<file path="src/rtl/dcache_mem_ctrl_if.sv">
// Cache/RAM bus bundle: dcache and icache request ports on one side, RAM strobes on the other.
// The slave modport is the memory controller; master is the cache/RAM environment.
interface dcache_mem_ctrl_if #(
   parameter int AW = 32,
   parameter int DW = 32
);
   logic          dREN;
   logic          dWEN;
   logic [AW-1:0] daddr;
   logic [DW-1:0] dstore;
   logic [DW-1:0] dload;
   logic          dwait;
   logic          iREN;
   logic [AW-1:0] iaddr;
   logic [DW-1:0] iload;
   logic          iwait;
   logic          ramREN;
   logic          ramWEN;
   logic [AW-1:0] ramaddr;
   logic [DW-1:0] ramstore;
   logic [DW-1:0] ramload;

   modport slave (
      input  dREN, dWEN, daddr, dstore, iREN, iaddr, ramload,
      output dload, dwait, iload, iwait, ramREN, ramWEN, ramaddr, ramstore
   );

   modport master (
      output dREN, dWEN, daddr, dstore, iREN, iaddr, ramload,
      input  dload, dwait, iload, iwait, ramREN, ramWEN, ramaddr, ramstore
   );
endinterface

</file>
<file path="src/rtl/dcache_mem_ctrl.sv">
// Memory-side responder: arbitrates dcache/icache word requests onto a fixed-latency
// single-port RAM and returns one wait-low cycle per completed word.
module dcache_mem_ctrl #(
   parameter int LAT = 2,
   parameter int AW  = 32,
   parameter int DW  = 32
) (
   input logic              CLK,
   input logic              RST,
   dcache_mem_ctrl_if.slave mif
);
   localparam int CW = $clog2(LAT) + 1;

   localparam logic [2:0] IDLE  = 3'd0;
   localparam logic [2:0] DACC  = 3'd1;
   localparam logic [2:0] IACC  = 3'd2;
   localparam logic [2:0] DRESP = 3'd3;
   localparam logic [2:0] IRESP = 3'd4;

   logic [2:0]    state_reg, state_next;
   logic [CW-1:0] cnt_reg, cnt_next;
   logic          last_i_reg, last_i_next;
   logic [DW-1:0] dload_reg, dload_next;
   logic [DW-1:0] iload_reg, iload_next;

   logic d_pend, i_pend, cnt_done;

   assign d_pend   = mif.dREN | mif.dWEN;
   assign i_pend   = mif.iREN;
   assign cnt_done = (cnt_reg == CW'(LAT - 1));

   always_comb begin
      state_next  = state_reg;
      cnt_next    = cnt_reg;
      last_i_next = last_i_reg;
      dload_next  = dload_reg;
      iload_next  = iload_reg;
      case (state_reg)
         IDLE: begin
            cnt_next = '0;
            // On a tie the icache wins only if the dcache was served last.
            if (d_pend && (!i_pend || last_i_reg)) begin
               state_next  = DACC;
               last_i_next = 1'b0;
            end else if (i_pend) begin
               state_next  = IACC;
               last_i_next = 1'b1;
            end
         end
         DACC: begin
            cnt_next = cnt_reg + CW'(1);
            if (!d_pend) begin
               state_next = IDLE;
            end else if (cnt_done) begin
               if (!mif.dWEN) dload_next = mif.ramload;
               state_next = DRESP;
            end
         end
         IACC: begin
            cnt_next = cnt_reg + CW'(1);
            if (!i_pend) begin
               state_next = IDLE;
            end else if (cnt_done) begin
               iload_next = mif.ramload;
               state_next = IRESP;
            end
         end
         default: state_next = IDLE;
      endcase
   end

   always_ff @(posedge CLK) begin
      if (RST) begin
         state_reg  <= IDLE;
         cnt_reg    <= '0;
         last_i_reg <= 1'b1;
         dload_reg  <= '0;
         iload_reg  <= '0;
      end else begin
         state_reg  <= state_next;
         cnt_reg    <= cnt_next;
         last_i_reg <= last_i_next;
         dload_reg  <= dload_next;
         iload_reg  <= iload_next;
      end
   end

   // Strobes are gated by the live request so an abort drops them in the same cycle.
   always_comb begin
      mif.ramREN   = 1'b0;
      mif.ramWEN   = 1'b0;
      mif.ramaddr  = {AW{1'b0}};
      mif.ramstore = {DW{1'b0}};
      if (state_reg == DACC && d_pend) begin
         mif.ramaddr = mif.daddr;
         if (mif.dWEN) begin
            mif.ramWEN   = 1'b1;
            mif.ramstore = mif.dstore;
         end else begin
            mif.ramREN = 1'b1;
         end
      end else if (state_reg == IACC && i_pend) begin
         mif.ramREN  = 1'b1;
         mif.ramaddr = mif.iaddr;
      end
   end

   assign mif.dwait = (state_reg != DRESP);
   assign mif.iwait = (state_reg != IRESP);
   assign mif.dload = dload_reg;
   assign mif.iload = iload_reg;
endmodule

</file>
<file path="src/flat_wrapper.sv">
// flat-port wrapper written by rule: the top's interface ports become plain ports
module dcache_mem_ctrl_flat 
#(
   parameter int LAT = 2,
   parameter int AW  = 32,
   parameter int DW  = 32
)
  (CLK, RST, mif_dREN, mif_dWEN, mif_daddr, mif_dstore, mif_iREN, mif_iaddr, mif_ramload, mif_dload, mif_dwait, mif_iload, mif_iwait, mif_ramREN, mif_ramWEN, mif_ramaddr, mif_ramstore);
  dcache_mem_ctrl_if #(.AW(AW), .DW(DW)) mif_i ();
  input logic CLK;
  input logic RST;
  input wire logic [$bits(mif_i.dREN)-1:0] mif_dREN;
  input wire logic [$bits(mif_i.dWEN)-1:0] mif_dWEN;
  input wire logic [$bits(mif_i.daddr)-1:0] mif_daddr;
  input wire logic [$bits(mif_i.dstore)-1:0] mif_dstore;
  input wire logic [$bits(mif_i.iREN)-1:0] mif_iREN;
  input wire logic [$bits(mif_i.iaddr)-1:0] mif_iaddr;
  input wire logic [$bits(mif_i.ramload)-1:0] mif_ramload;
  output wire logic [$bits(mif_i.dload)-1:0] mif_dload;
  output wire logic [$bits(mif_i.dwait)-1:0] mif_dwait;
  output wire logic [$bits(mif_i.iload)-1:0] mif_iload;
  output wire logic [$bits(mif_i.iwait)-1:0] mif_iwait;
  output wire logic [$bits(mif_i.ramREN)-1:0] mif_ramREN;
  output wire logic [$bits(mif_i.ramWEN)-1:0] mif_ramWEN;
  output wire logic [$bits(mif_i.ramaddr)-1:0] mif_ramaddr;
  output wire logic [$bits(mif_i.ramstore)-1:0] mif_ramstore;
  assign mif_i.dREN = mif_dREN;
  assign mif_i.dWEN = mif_dWEN;
  assign mif_i.daddr = mif_daddr;
  assign mif_i.dstore = mif_dstore;
  assign mif_i.iREN = mif_iREN;
  assign mif_i.iaddr = mif_iaddr;
  assign mif_i.ramload = mif_ramload;
  assign mif_dload = mif_i.dload;
  assign mif_dwait = mif_i.dwait;
  assign mif_iload = mif_i.iload;
  assign mif_iwait = mif_i.iwait;
  assign mif_ramREN = mif_i.ramREN;
  assign mif_ramWEN = mif_i.ramWEN;
  assign mif_ramaddr = mif_i.ramaddr;
  assign mif_ramstore = mif_i.ramstore;
  dcache_mem_ctrl #(.LAT(LAT), .AW(AW), .DW(DW)) u_core (.CLK(CLK), .RST(RST), .mif(mif_i));
endmodule
</file>
<file path="config.mk">
export PLATFORM = sky130hd
export DESIGN_NAME = dcache_mem_ctrl_flat
export DESIGN_NICKNAME = d
export VERILOG_FILES = /design/src/rtl/dcache_mem_ctrl_if.sv /design/src/rtl/dcache_mem_ctrl.sv /design/src/flat_wrapper.sv
export SDC_FILE = /design/constraint.sdc
export NUM_CORES = 1
export LEC_CHECK = 0
export BUFFER_PORTS_ARGS = -buffer_cell sky130_fd_sc_hd__buf_4
export CORE_MARGIN = 5
export CORE_UTILIZATION = 30
export CTS_CLUSTER_DIAMETER = 30
export DETAILED_ROUTE_END_ITERATION = 16
export PLACE_DENSITY = 0.67
export SKIP_LAST_GASP = 1
export SLEW_MARGIN = 5
export SYNTH_ARGS = -nofsm -noshare
export SYNTH_HDL_FRONTEND = slang
export SYNTH_SLANG_ARGS = --single-unit
</file>
<file path="constraint.sdc">
create_clock -name CLK -period 1.4 [get_ports CLK]
set_input_delay 0.14 -clock CLK [delete_from_list [all_inputs] [get_ports CLK]]
set_output_delay 0.14 -clock CLK [all_outputs]
set_load 0.005 [all_outputs]
</file>
======== After elaboration in Yosys (flattened, before gate mapping) ========
Index checks and enable logic that the tools add are counted.
cells by class
  equal/unequal tests ..................... 8
  divide/modulo/power cells ............... 0
  add/subtract/negate cells ............... 1
  muxes and demuxes ....................... 19
  multipliers ............................. 0
  shift-type cells ........................ 0
  bitwise gates (word level) .............. 2
  order comparisons ....................... 0
  reduce and logical (&&, ||, !) cells .... 13
operators by type and width
  kind                                                 count
  two-way mux 32 bit                                   4
  two-way mux 3 bit                                    6
  != test 3 x 2 -> 1 bit, second input constant        3
  case mux 3 bit (3 select lines)                      1
  two-way mux 1 bit                                    7
  != test 3 bit, second input constant                 2
  AND reduction 3 bit                                  2
  case mux 2 bit (2 select lines)                      1
  AND reduction 4 bit                                  1
  nonzero test 2 bit                                   2
  equality test 3 x 1 -> 1 bit, second input constant  1
  equality test 3 x 2 -> 1 bit, second input constant  1
  logical AND 1 bit                                    3
  logical NOT 3 bit                                    1
  adder 2 x 1 -> 2 bit, second input constant          1
  equality test 2 x 1 -> 1 bit, second input constant  1
  AND reduction 2 bit                                  1
  OR reduction 2 bit                                   1
  logical NOT 1 bit                                    1
  logical OR 1 bit                                     1
  inverter 1 bit                                       1
  OR 1 bit                                             1
storage, ports and cells
  memory bits (read-only) ................. 0
  bits in latches ......................... 0
  register bits ........................... 70
  memories ................................ 0
  output and inout port bits .............. 132
  input bits .............................. 133
  bits in writable memories ............... 0

======== Logic depth before layout (Yosys ltp) ========
Gate-level depths: netlist (run 1).
  depth after elaboration ................. 5
  depth in mapped cells ................... 8

======== Worst setup path after synthesis (run 1) ========
Ideal clock, no wire load.
  kind .................................... reg2out
  start point ............................. register u_core.state_reg[2]
  end point ............................... output port mif_ramaddr[11]
  cell stages (with the launch flop) ...... 6
  buffers on the path ..................... 3
  arrival ................................. 1.295 ns
  slack ................................... -0.035 ns
  cells stage by stage .................... dfxtp_1 buf_6 nor4bb_1 buf_2 clkbuf_1 a22o_1
on the way
  cells in the longest elaborated chain, start to end .. 4
ends and longest elaborated chain
  element                       line                    source
  from (decl)                   dcache_mem_ctrl.sv:20   logic [2:0] state_reg, state_next;
  from (signal assigned)        dcache_mem_ctrl.sv:80   state_reg <= state_next;
  equality test 3 x 2 -> 1 bit  dcache_mem_ctrl.sv:102  end else if (state_reg == IACC && i_pend) begin
  logical AND 1 bit             dcache_mem_ctrl.sv:102
  two-way mux 32 bit            dcache_mem_ctrl.sv:102
  two-way mux 32 bit (*)        dcache_mem_ctrl.sv:94   if (state_reg == DACC && d_pend) begin
  to (decl)                     flat_wrapper.sv:25      output wire logic [$bits(mif_i.ramaddr)-1:0] mif_ramaddr;
Mark *: on every way between the ends. The rest lies on a longest branch, timed or not.

======== Worst setup path after layout (run 1) ========
  start point ............................. register u_core.state_reg[0]
  end point ............................... output port mif_ramaddr[15]
Same word-level chain as after synthesis.

==> results of run 1 <==
layer usage:
layer  global-route usage  vias up
li1                     -     1963
met1               0.2622     1901
met2               0.3823      169
met3              0.05615        9
met4              0.04407        0
met5                    0        -
placed cells by master, fill, tap and decap left out, types with 2 or more instances in the layout:
cell type,n
nand2_1,132
buf_6,13
buf_12,4
inv_1,3
buf_16,3
buf_8,3
clkinv_2,2
a21oi_1,47
nor2_1,7
buf_4,286
nor3_1,4
a22o_1,31
o21ai_0,3
and3_1,32
clkinv_4,2
dfxtp_2,3
dfxtp_1,67
clkbuf_8,9
a21oi_2,20
cells by family after synthesis:
group,after synthesis,share of synthesized area
xor+xnor,1,0.002748
flops,70,0.4396
compound gates,107,0.2190
fa+ha+maj,1,0.003924
simple gates,187,0.2649
buf+inv,42,0.06986
timing repair:
| action | CTS | global route |
|---|---|---|
| buffers inserted | 9 | 1 |
| hold buffers | 0 | 0 |
| gates cloned | 10 | 0 |
| endpoints found under the setup margin | 134 | 135 |
| resized for setup | 40 | 18 |
| pin swaps | 6 | 2 |
path summary, 6_finish.rpt:
kind	from	to	slack, ps	depth (start not counted)
setup / recovery	u_core.state_reg[0]	mif_ramaddr[15]	-340	6
hold / removal	mif_ramload[28]	u_core.mif.iload[28]	50	3
setup reg to reg	u_core.state_reg[2]	u_core.mif.dload[7]	-280	8
hold reg to reg	u_core.mif.dload[31]	u_core.mif.dload[31]	460	2
worst max-delay path, cell delays in order, from the launching register on:
cell and delay (ps):
dfxtp_2 360, nor4bb_4 280, buf_6 170, buf_6 120, buf_4 100, a22o_1 130, buf_4 110
report_power, final:
| group | leakage, nW | internal [mW] | total, mW | switching [mW] |
|---|---|---|---|---|
| clock network | 0.0996 | 0.829 | 1.61 | 0.781 |
| logic | 2.19 | 1.84 | 3.22 | 1.37 |
| registers | 0.566 | 2.10 | 2.18 | 0.0835 |
final cells by class:
| cell class | count | area share |
|---|---|---|
| Inverter | 3 | 0.001879 |
| Timing Repair Buffer | 311 | 0.4237 |
| Sequential cell | 70 | 0.2345 |
| Clock buffer | 9 | 0.02067 |
| Clock inverter | 7 | 0.01232 |
| Tap cell | 136 | 0.02840 |
| Multi-Input combinational cell | 296 | 0.2786 |
==> metrics.md, run 1 <==
| Metric | Value |
|---|---|
| Drt via density | 4.858 |
| #FFs+latches synth | 70 |
| Largest vdd supply drop | 608.7 uV |
| Chip height | 113.1 um |
| Post-DRT Antenna Nets | 0 |
| Final Hold Vio Count | 0 |
| Row Count | 37 |
| Final worst-path cycle share | 1.244 |
| DR iter-0 viols | 233 |
| Crit-path max FO | 5 |
| Non-Filler Instances | 832 |
| Minimum clock period | 1741 ps |
| Sequential standard cell area | 1405 um^2 |
| Seq/Total Area, Yosys | 0.4396 |
| Worst hold slack | 52.76 ps |
| Number of global-route vias before repair | 4153 |
| Port buffer count | 264 |
| Die X | 113.1 um |
| Clock root cell | clkbuf_8 |
| Post-synth top area share | 0.4396 |
| FMAX | 574.3 MHz |
| Crit path kind | reg -> out |
| WL met1 | 5784 um |
| Async S/R FF share, synth | 0 |
| Layout cells sized above 1 | 0.5172 |
| Placed cell count | 796 |
| Tot GR Track Use | 0.2153 |
| Largest cells by area after synthesis | dfxtp_1 (44%), nand2_1 (16%), a21oi_1 (9.6%), a22o_1 (8.8%), and3_1 (6.3%) |
| Unique masters post-synth | 32 |
| Skew-Pair Late Insertion Delay | 330 ps |
| Finished Core Util | 0.5804 |
| Worst-margin pin slew | 419.7 ps |
| Clk_skew | 11.32 ps |
| DR pass1 iterations | 4 |
| Number of synthesized flops with an enable pin | 0 |
| Worst setup SP type | flip-flop |
| Power per standard cell area | 1170 nW/um^2 |
| Congestion Overflow GR | 0 |
| Ys flop type | dfxtp_1 |
| Max-Cap Viols | 0 |
| Most frequent cell after synthesis | nand2_1 |
| Largest net degree at the start of global routing | 34 |
| Post-synth net total | 542 |
| Worst Setup End Kind | primary output |
| Relative slew slack | 0.7202 |
| Initial antenna violation count | 0 |
| Core area | 10320 um^2 |
| Design Power | 7.009 mW |
| First-pass GRT wire length | 22140 um |
| Syn Area/Cell | 7.814 um^2 |
| Top Metal Used | met4 |
| Design area | 5992 um^2 |
| Place WS | -116.6 ps |
| Post-synth top cells | nand2_1 (132), dfxtp_1 (70), a21oi_1 (61) |
| Via Count | 4042 |
| DIE AREA | 12790 um^2 |
| Hold crit path type | in -> reg |
| Worst Setup Slack, final | -341.3 ps |
| Fillers | 957 |
| Clk slew on worst S/H paths | 80 ps |
| Routed WL per cell | 17.13 um |
| ANT cells | 0 |
| Clk sink count | 70 |
| Layout area overhead | 87.95% |
| Lkg Pwr | 2.852 nW |
| Endpoints failing setup | 132 |
| Dpl hpwl | 10410 um |
| Setup TNS | -30610 ps |
| Syn Inst Count | 408 |
| GPL Wtd Cong | 0.9747 |
| H-tree levels | 3 |
| Pins Over Slew Limit | 0 |
| DRC | 0 |
| CTS tree | yes |
| Synthesized cell area | 3188 um^2 |
| Run status | finished, violations left |
| Failing checks | setup timing |
| WP data arrival | 1600 ps |
| Synth area leader | dfxtp_1 |
| I/O pins | 265 |
| RSZ-0062 raised after global routing | true |
| CTS Buffer Depth | 2 |
| DRT Wirelength | 14250 um |
| Area occupied by multi-input gates | 1669 um^2 |
| WL met3 | 1104 um |
| Initial Utilization | 0.3088 |
| Routed length on met2 | 7251 um |
| CTS Buf Count | 9 |
| Nets | 825 |
| Synth Warn # | 0 |
| Critical path data required time | 1260 ps |
| Area after DPL | 5378 um^2 |
Note: power is estimated with default switching activity, not from simulation.
==> run 2: changes to the inputs <==
CORE_UTILIZATION = 35   (was 30)
PLACE_DENSITY = 0.77   (was 0.67)
clock period = 1.5 ns   (was 1.4 ns; I/O delays follow)
==> run 2 against run 1 <==
Effect of this change:
- the flow still finishes with violations (setup timing)
- largest cell class unchanged
- clock-buffer cell count grew 2
- critical path type unchanged
- clock skew shrank 1.7 ps
- core utilization grew 17 points
- global-route usage grew 6.1 points
- non-clock buffer count shrank 2
- clock power grew 14%
==> metrics.md, run 2 (same netlist as run 1, synthesis figures left out) <==
| Metric | Value |
|---|---|
| Nets | 823 (was 825) |
| Worst Reg2Reg Path Length in Cells | 8 (unchanged) |
| Pins Over Slew Limit | 0 (unchanged) |
| Commonest non-fill, non-tap cell in the layout | buf_4 (unchanged) |
| Worst Setup Slack, final | -331.6 ps (was -341.3 ps) |
| Relative slew slack | 0.6352 (was 0.7202) |
| R2r setup slk | -290 ps (was -280 ps) |
| Lkg Pwr | 3.166 nW (was 2.852 nW) |
| Run status | finished, violations left (unchanged) |
| WP data arrival | 1680 ps (was 1600 ps) |
| GPL Wtd Cong | 0.9866 (was 0.9747) |
| Core area | 8806 um^2 (was 10320 um^2) |
| Clock root cell | clkbuf_8 (unchanged) |
| DIE AREA | 11120 um^2 (was 12790 um^2) |
| Row Count | 34 (was 37) |
| Chip height | 105.4 um (was 113.1 um) |
| DRC | 0 (unchanged) |
| Drt via density | 5.313 (was 4.858) |
| Via Count | 4261 (was 4042) |
| Worst Setup End Kind | primary output (unchanged) |
| First-pass GRT wire length | 23900 um (was 22140 um) |
| DR iter-0 viols | 271 (was 233) |
| Setup crit start | u_core.state_reg[2] (was u_core.state_reg[0]) |
| Clk sink count | 70 (unchanged) |
| Initial Utilization | 0.3620 (was 0.3088) |
| Failing checks | setup timing (unchanged) |
| Hold_buf cts | 0 (unchanged) |
| Crit path to | mif_ramstore[19] (was mif_ramaddr[15]) |
| FMAX | 546.0 MHz |
| CTS Buf Count | 9 (unchanged) |
| Area after DPL | 5335 um^2 (was 5378 um^2) |
| DR pass1 iterations | 5 (was 4) |
| Tot GR Track Use | 0.2760 (was 0.2153) |
| Hold crit path type | in -> reg (unchanged) |
| CTS tree | yes (unchanged) |
| ANT cells | 0 (unchanged) |
| Minimum clock period | 1832 ps |
| Congestion Overflow GR | 0 (unchanged) |
| Max-Cap Viols | 0 (unchanged) |
| Post-DRT Antenna Nets | 0 (unchanged) |
| Endpoints failing setup | 130 (was 132) |
| RR Endpoint | u_core.mif.iload[18] (was u_core.mif.dload[7]) |
| Routed WL per cell | 21.58 um (was 17.13 um) |
| Number of global-route vias before repair | 4096 (was 4153) |
| Most frequent cells in the layout | buf_4 (256), nand2_1 (96), dfxtp_1 (67) (was buf_4 (286), nand2_1 (132), dfxtp_1 (67)) |
| Clk_skew | 9.626 ps (was 11.32 ps) |
| Power per standard cell area | 1133 nW/um^2 (was 1170 nW/um^2) |
| Dpl hpwl | 11790 um (was 10410 um) |
| Die X | 105.4 um (was 113.1 um) |
| Worst-margin pin slew | 547.1 ps (was 419.7 ps) |
| Worst setup SP type | flip-flop (unchanged) |
| Initial antenna violation count | 0 (unchanged) |
| Fillers | 628 (was 957) |
| Final worst-path cycle share | 1.221 |
| Clk slew on worst S/H paths | 80 ps (about the same) |
| Critical path data required time | 1350 ps (was 1260 ps) |
| CTS Buffer Depth | 2 (unchanged) |
| H-tree levels | 3 (unchanged) |
| I/O pins | 265 (unchanged) |
| Final Hold Vio Count | 0 (unchanged) |
| Largest net degree at the start of global routing | 44 (was 34) |
| Design Power | 7.513 mW (was 7.009 mW) |
| Port buffer count | 264 (unchanged) |
| Layout cells sized above 1 | 0.6023 (was 0.5172) |
| Design area | 6630 um^2 (was 5992 um^2) |
| Skew-Pair Late Insertion Delay | 340 ps (was 330 ps) |
| Reg2reg start | u_core.state_reg[0] (was u_core.state_reg[2]) |
| Largest vdd supply drop | 729.1 uV (was 608.7 uV) |
| RSZ-0062 raised after global routing | true (unchanged) |
| DRT Wirelength | 17310 um (was 14250 um) |
| Crit path kind | reg -> out (unchanged) |
| Crit-path max FO | 8 (was 5) |
| Layout area overhead | 108.0% (was 87.95%) |
==> run 2: worst max-delay path, stage by stage (launching register included) <==
cell and delay, ps:
dfxtp_4 370, buf_6 120, nor3b_4 260, buf_6 160, buf_8 120, and3_4 210
buf_6 100
==> run 2: area by class of cell <==
| type | instances | area [um^2] | area share |
|---|---|---|---|
| flip-flops and latches | 70 | 1410 | 0.2127 |
| clock inverters | 5 | 106.4 | 0.01604 |
| well taps | 108 | 135.1 | 0.02038 |
| inverters | 3 | 11.26 | 0.001698 |
| multi-input cells | 296 | 2068 | 0.3119 |
| clock buffers | 11 | 131.4 | 0.01982 |
| repair buffers | 309 | 2768 | 0.4174 |
==> run 2: report_power, final <==
| part | internal (mW) | switching, mW | total, mW |
|---|---|---|---|
| logic | 2.06 | 1.57 | 3.63 |
| clock network | 1.11 | 0.724 | 1.84 |
| registers | 1.96 | 0.0883 | 2.05 |
==> run 2: metal layers <==
layer | vias up | GRT usage | part of all wire
met5 | - | 0 | 0
met3 | 46 | 0.08924 | 0.090
li1 | 1956 | - | -
met2 | 246 | 0.4791 | 0.52
met4 | 0 | 0.1387 | 0.049
met1 | 2013 | 0.3015 | 0.34
==> run 2: through the flow <==
| step | worst slack, ps | hold WS [ps] | utilization | setup TNS (ps) | std cells |
|---|---|---|---|---|---|
| 6_report | -331.6 | 58.78 | 0.7529 | -28580 | 802 |
| 4_1_cts | -319.9 | 43.89 | 0.6790 | -22510 | 793 |
| 2_1_floorplan | 54.57 | 286.0 | - | 0 | 408 |
| 3_3_place_gp | 3.176 | 407.4 | 0.6059 | 0 | 762 |
| 5_1_grt | -385.1 | 47.25 | 0.7529 | -37970 | 802 |
| 3_5_place_dp | -28.35 | 415.4 | 0.6059 | -42.04 | 762 |
==> run 2: worst min path at each step <==
stage	cells after the start	slack, ps	from	end
detailed placement	3	420	mif_ramload[0]	u_core.mif.iload[0]
global route	3	50	mif_ramload[16]	u_core.mif.iload[16]
CTS	3	40	mif_ramload[16]	u_core.mif.dload[16]
finish	3	60	mif_ramload[16]	u_core.mif.iload[16]
global placement	3	410	mif_ramload[29]	u_core.mif.dload[29]
floorplan	2	290	mif_ramload[0]	u_core.mif.dload[0]
==> run 2: repair_timing <==
| item | 4_1_cts | 5_1_grt |
|---|---|---|
| setup buffers | 6 | 7 |
| gates cloned | 9 | 5 |
| resized for setup | 29 | 144 |
| endpoints found under the setup margin | 68 | 133 |
| pin swaps | 3 | 68 |
